`src/rtl/agilex_alm_lut_cfg_if.sv`:
```
// agilex_alm_lut_cfg_if
//   Byte-stream channel that carries configuration frames into
//   agilex_alm_lut_cfg.
//
//   in_valid   producer -> loader   byte is offered
//   in_ready   loader -> producer   byte may transfer this cycle
//   in_data    producer -> loader   configuration byte
//   in_parity  producer -> loader   odd-parity bit (only with ALM_CFG_PARITY_EN)
//
//   Build option: ALM_CFG_PARITY_EN adds in_parity to the channel.

interface agilex_alm_lut_cfg_if;
  logic       in_valid;
  logic       in_ready;
  logic [7:0] in_data;
`ifdef ALM_CFG_PARITY_EN
  logic       in_parity;

  modport master (output in_valid, output in_data, output in_parity, input in_ready);
  modport slave  (input in_valid, input in_data, input in_parity, output in_ready);
`else
  modport master (output in_valid, output in_data, input in_ready);
  modport slave  (input in_valid, input in_data, output in_ready);
`endif
endinterface

```
`src/rtl/agilex_alm_lut_cfg.sv`:
```
// agilex_alm_lut_cfg
//   Loads the four LUT4 truth tables of one ALM from an 8-byte frame.
//   Bytes are assembled in shadow registers. All four active masks are
//   then updated in a single COMMIT cycle, so the ALM never sees a
//   partially written configuration.
//
//   Build option: ALM_CFG_PARITY_EN
//     defined   - in_parity is checked on each transferred byte. A frame
//                 with any bad byte is rejected at its COMMIT slot: err
//                 pulses, and the masks and cfg_valid are left unchanged.
//     undefined - no parity check; err stays 0.
//
//   Ports
//     clk         sole clock, rising edge
//     rst_n       synchronous active-low reset
//     in_if       byte stream (valid/ready/data[/parity]), slave side
//     abort       drops the frame in progress (honoured only in LOAD)
//     lut4_N_mem  active 16-bit masks driven to the ALM
//     cfg_valid   sticky; set by the first committed frame
//     busy        registered; high in LOAD and COMMIT
//     done        one-cycle pulse when a frame commits
//     err         one-cycle pulse when a frame is rejected
//
//   state  | meaning
//   IDLE   | waiting for the first byte of a frame, counter at 0
//   LOAD   | collecting bytes 1..7 into shadow
//   COMMIT | one cycle: copy shadow to the active masks (or reject the frame)

module agilex_alm_lut_cfg #(
  parameter int FRAME_BYTES = 8
) (
  input  logic                 clk,
  input  logic                 rst_n,
  agilex_alm_lut_cfg_if.slave  in_if,
  input  logic                 abort,
  output logic [15:0]          lut4_0_mem,
  output logic [15:0]          lut4_1_mem,
  output logic [15:0]          lut4_2_mem,
  output logic [15:0]          lut4_3_mem,
  output logic                 cfg_valid,
  output logic                 busy,
  output logic                 done,
  output logic                 err
);

  // Frame layout is hard-wired to 4 masks x 2 bytes.
  if (FRAME_BYTES != 8) begin : g_frame_bytes_check
    $error("agilex_alm_lut_cfg: FRAME_BYTES must be 8");
  end

  typedef enum logic [1:0] {
    IDLE   = 2'd0,
    LOAD   = 2'd1,
    COMMIT = 2'd2
  } state_e;

  state_e      state_q;
  logic [2:0]  cnt_q;
  logic [15:0] shadow_q [4];
  logic [15:0] mask_q   [4];
  logic        cfg_valid_q;
  logic        busy_q;
  logic        done_q;
  logic        err_q;
  logic        bad_q;

  logic        in_ready_d;
  logic        xfer_d;
  logic        byte_bad_d;
  logic        last_byte_d;
  logic [1:0]  slot_d;

  // Ready drops combinationally with abort, so an abort that arrives
  // together with a byte always wins.
  assign in_ready_d     = (state_q != COMMIT) && !abort;
  assign in_if.in_ready = in_ready_d;
  assign xfer_d         = in_if.in_valid && in_ready_d;

  assign slot_d      = cnt_q[2:1];
  assign last_byte_d = (cnt_q == 3'(FRAME_BYTES - 1));

`ifdef ALM_CFG_PARITY_EN
  // Odd parity: data plus parity bit must contain an odd number of ones.
  assign byte_bad_d = ~(^{in_if.in_data, in_if.in_parity});
`else
  // No check: bad_q never sets, so err_q stays 0.
  assign byte_bad_d = 1'b0;
`endif

  always_ff @(posedge clk) begin
    if (!rst_n) begin
      state_q     <= IDLE;
      cnt_q       <= 3'd0;
      cfg_valid_q <= 1'b0;
      busy_q      <= 1'b0;
      done_q      <= 1'b0;
      err_q       <= 1'b0;
      bad_q       <= 1'b0;
      for (int i = 0; i < 4; i++) begin
        shadow_q[i] <= 16'h0000;
        mask_q[i]   <= 16'h0000;
      end
    end else begin
      done_q <= 1'b0;
      err_q  <= 1'b0;

      case (state_q)
        IDLE, LOAD: begin
          if ((state_q == LOAD) && abort) begin
            state_q <= IDLE;
            cnt_q   <= 3'd0;
            busy_q  <= 1'b0;
            bad_q   <= 1'b0;
            for (int i = 0; i < 4; i++) begin
              shadow_q[i] <= 16'h0000;
            end
          end else if (xfer_d) begin
            // Low byte of each mask arrives first.
            if (cnt_q[0]) begin
              shadow_q[slot_d][15:8] <= in_if.in_data;
            end else begin
              shadow_q[slot_d][7:0]  <= in_if.in_data;
            end
            bad_q  <= bad_q | byte_bad_d;
            busy_q <= 1'b1;
            if (last_byte_d) begin
              state_q <= COMMIT;
              cnt_q   <= 3'd0;
            end else begin
              state_q <= LOAD;
              cnt_q   <= cnt_q + 3'd1;
            end
          end
        end

        COMMIT: begin
          if (!bad_q) begin
            for (int i = 0; i < 4; i++) begin
              mask_q[i] <= shadow_q[i];
            end
            cfg_valid_q <= 1'b1;
            done_q      <= 1'b1;
          end else begin
            err_q <= 1'b1;
          end
          state_q <= IDLE;
          cnt_q   <= 3'd0;
          busy_q  <= 1'b0;
          bad_q   <= 1'b0;
        end

        default: begin
          state_q <= IDLE;
          cnt_q   <= 3'd0;
          busy_q  <= 1'b0;
          bad_q   <= 1'b0;
        end
      endcase
    end
  end

  assign lut4_0_mem = mask_q[0];
  assign lut4_1_mem = mask_q[1];
  assign lut4_2_mem = mask_q[2];
  assign lut4_3_mem = mask_q[3];
  assign cfg_valid  = cfg_valid_q;
  assign busy       = busy_q;
  assign done       = done_q;
  assign err        = err_q;

endmodule

```
`src/flat_wrapper.sv`:
```
// flat-port wrapper written by rule: the top's interface ports become plain ports
module agilex_alm_lut_cfg_flat 
#(
  parameter int FRAME_BYTES = 8
)
  (clk, rst_n, abort, lut4_0_mem, lut4_1_mem, lut4_2_mem, lut4_3_mem, cfg_valid, busy, done, err, in_if_in_valid, in_if_in_data, in_if_in_ready);
  agilex_alm_lut_cfg_if in_if_i ();
  input  logic clk;
  input  logic rst_n;
  input  logic abort;
  output logic [15:0] lut4_0_mem;
  output logic [15:0] lut4_1_mem;
  output logic [15:0] lut4_2_mem;
  output logic [15:0] lut4_3_mem;
  output logic cfg_valid;
  output logic busy;
  output logic done;
  output logic err;
  input wire logic [$bits(in_if_i.in_valid)-1:0] in_if_in_valid;
  input wire logic [$bits(in_if_i.in_data)-1:0] in_if_in_data;
  output wire logic [$bits(in_if_i.in_ready)-1:0] in_if_in_ready;
  assign in_if_i.in_valid = in_if_in_valid;
  assign in_if_i.in_data = in_if_in_data;
  assign in_if_in_ready = in_if_i.in_ready;
  agilex_alm_lut_cfg #(.FRAME_BYTES(FRAME_BYTES)) u_core (.clk(clk), .rst_n(rst_n), .in_if(in_if_i), .abort(abort), .lut4_0_mem(lut4_0_mem), .lut4_1_mem(lut4_1_mem), .lut4_2_mem(lut4_2_mem), .lut4_3_mem(lut4_3_mem), .cfg_valid(cfg_valid), .busy(busy), .done(done), .err(err));
endmodule
```
`config.mk`:
```
export PLATFORM = sky130hd
export DESIGN_NAME = agilex_alm_lut_cfg_flat
export DESIGN_NICKNAME = d
export VERILOG_FILES = /design/src/rtl/agilex_alm_lut_cfg_if.sv /design/src/rtl/agilex_alm_lut_cfg.sv /design/src/flat_wrapper.sv
export SDC_FILE = /design/constraint.sdc
export NUM_CORES = 1
export LEC_CHECK = 0
export CORE_MARGIN = 5
export CORE_UTILIZATION = 40
export CTS_BUF_LIST = sky130_fd_sc_hd__clkbuf_16
export DETAILED_ROUTE_END_ITERATION = 8
export GPL_TIMING_DRIVEN = 0
export MAX_ROUTING_LAYER = met4
export PLACE_DENSITY = 0.69
export SYNTH_ARGS = -nofsm -noshare
export SYNTH_HDL_FRONTEND = slang
export SYNTH_SLANG_ARGS = --single-unit
```
`constraint.sdc`:
```
create_clock -name clk -period 2.6 [get_ports clk]
set_input_delay 0.52 -clock clk [delete_from_list [all_inputs] [get_ports clk]]
set_output_delay 0.52 -clock clk [all_outputs]
set_load 0.02 [all_outputs]
```
==> flow_summary.yaml <==
cts:
  root_buffer: "clkbuf_16"
  cts_tree: "yes"
  clk_pin_slew_ns: 0.05
  cts.sinks: 136
  cts_inserted_buffers: 17
  clockBufferDepth: 2
  hold_buffers: 0
  worstSkewPairLatency_ns: 0.41
  h-tree-depth: 4
power:
  power_density_mw_per_mm2: 722
  power.total_mw: 4.97
  leakage_nw: 2.71
  vdd_ir_drop_max_mv: 0.446
drt:
  maxUsedRoutingLayer: "met4"
  drc: 0
  vias: 2949
  wl_met2_um: 5050
  wl_per_cell_um: 16.3
  routed_wl_um: 10100
  wirelength_met1_um: 4360
  first_pass_iters: 4
  wl_met3_um: 514
  drtIter0Drc: 184
  antenna_left: 0
  viasPerCell: 4.76
placed_design:
  place_hpwl_um: 6760
  numPortBuffers: 79
  gp_congestion: 0.797
  place_ws_ns: -0.390
  place_inst: 586
cells_and_area:
  final_cell_mix: "edfxtp_1 (128), clkdlybuf4s50_1 (79), and2_1 (65)"
  final_util_pct: 52.6
  antenna_cells: 0
  drive_gt1_share_pct: 9.46
  stdcell_count: 620
  area_growth_pct: 30.7
  layout.nets: 445
  mostFrequentLayoutCell: "edfxtp_1"
worst_setup_path:
  slowest_delay_ns: 0.68
  cp-start-kind: "primary input"
  crit_path_end_kind: "flip-flop"
  critPathRequiredTime_ns: 2.66
  crit_chain: "clkdlybuf4s50_1 > nand4bb_1 > buf_2 > nor3_2 > nand2b_1"
  arrival_ns: 2.46
  slowest_stage: "clkdlybuf4s50_1"
  crit_fanout: 9
  critPathKind: "in -> reg"
synth:
  yosys-top-cells-area: "edfxtp_1 (73%), and2_1 (7.7%), and3_1 (7.6%)"
  syn_nets: 344
  yosysTopAreaCell: "edfxtp_1"
  synth.avg_cell_area_um2: 16.0
  netlist.area_leader.share_pct: 73.0
  async_flop_share_pct: 0
  yosys.cell_types.count: 26
  ys_seq_area_share_pct: 76.0
  netlist_instances: 330
  ys.flop_type: "edfxtp_1"
  synth-edff-count: 128
  synth_area_mm2: 0.00527
  ys_warn_count: 0
  synth-seq-cells: 136
floorplanning:
  fp.dieH_um: 125
  die-area_mm2: 0.0156
  start_util_pct: 40.3
  num_io_pins: 81
  row_count: 42
  die_w_um: 125
  core_mm2: 0.0131
timing:
  finalSetupViolCount: 0
  hold_violations: 0
  worst_slack_ns: 0.200
  fin_crit_sh_pct: 92.3
  fin_crit_ns: 2.40
  slew_headroom_pct: 63.6
  fmax_mhz: 417
  fin_skew_ns: 0.00709
  worst_pin_slew_ns: 0.546
  slew_violations: 0
  rsz0062_at_grt: "false"
global_routing:
  antenna_found_initial: 0
  grt_pass1_wl_um: 15700
  grt.overflow.total: 0
  grt_util_all_layers_pct: 13.6
  grt_max_degree: 39
  grt_pass1_vias: 2953
flow_run:
  cap_violations: 0
run_status:
  outcome: "finished, final reports clean"
worst_hold_path:
  min_path_type: "reg -> reg"
-- power breakdown --
| group | total (mW) | switching, mW | internal (mW) |
|---|---|---|---|
| Sequential | 2.51 | 0.0299 | 2.48 |
| Combinational | 0.260 | 0.164 | 0.0963 |
| Clock | 2.20 | 0.824 | 1.37 |
-- Yosys cell counts, drive strengths merged, types with 3 or more instances --
master	n
edfxtp	128
and2	65
and3	64
clkbuf	14
nand2b	10
dfxtp	8
a21oi	5
nand2	4
nor4	4
inv	3
nor2	3
o21ai	3
-- sequential cells by signal (all words and copies together) (netlist names) --
name,cells
u_core.busy,1
u_core.cfg_valid,1
u_core.cnt_q,3
u_core.done,1
u_core.mask_q,64
u_core.shadow_q,64
u_core.state_q,2
-- area by class of cell --
cell class | count | area (um2)
Timing Repair Buffer | 82 | 833
Inverter | 3 | 13.8
Clock inverter | 15 | 121
Tap cell | 176 | 220
Clock buffer | 17 | 425
Buffer | 16 | 66.3
Fill cell | 1044 | 6200
Multi-Input combinational cell | 175 | 1200
Sequential cell | 136 | 4000
-- worst paths after layout --
path	start	end	slack [ns]	depth (start not counted)
setup reg to reg	u_core.cnt_q[0]	u_core.shadow_q[0][10]	0.57	3
hold reg to reg	u_core.cfg_valid	u_core.cfg_valid	0.49	1
setup / recovery	rst_n	u_core.shadow_q[3][9]	0.20	5
hold / removal	u_core.cfg_valid	u_core.cfg_valid	0.49	1
-- timing repair --
item                                    4_1_cts  5_1_grt
buffers inserted                              0        2
gates resized for setup                       3        2
endpoints found under the setup margin        1       28
-- routing by layer --
metal / vias to the layer above / GRT usage (%)
met5: - / -
met3: 15 / 4.42
li1: 1424 / -
met1: 1431 / 16.0
met2: 79 / 21.6
met4: 0 / 5.87
-- worst max-delay path, delay by kind of cell --
| family | cells | cell delay [ns] |
|---|---|---|
| AND/OR/NAND/NOR | 3 | 1.01 |
| buffers and inverters | 2 | 0.93 |
-- kinds of logic (layout without fill, tap and decap cells) --
group,count (synthesis),after routing,synth area share (%)
compound gates,10,10,1.04
fa+ha+maj,2,2,0.475
other cells,1,1,0.0712
buf+inv,19,133,1.50
simple gates,162,162,20.9
flops,136,136,76.0
-- metrics by stage --
stage	area [um2]	hold slack (ns)	setup TNS, ns
3_5_place_dp	6310	0.472	-27.21
3_3_place_gp	6280	0.462	-94.09
2_1_floorplan	5270	0.458	0
5_1_grt	6890	0.507	0
4_1_cts	6870	0.489	0
6_report	6890	0.487	0
Power figures use the tool's default switching activity.
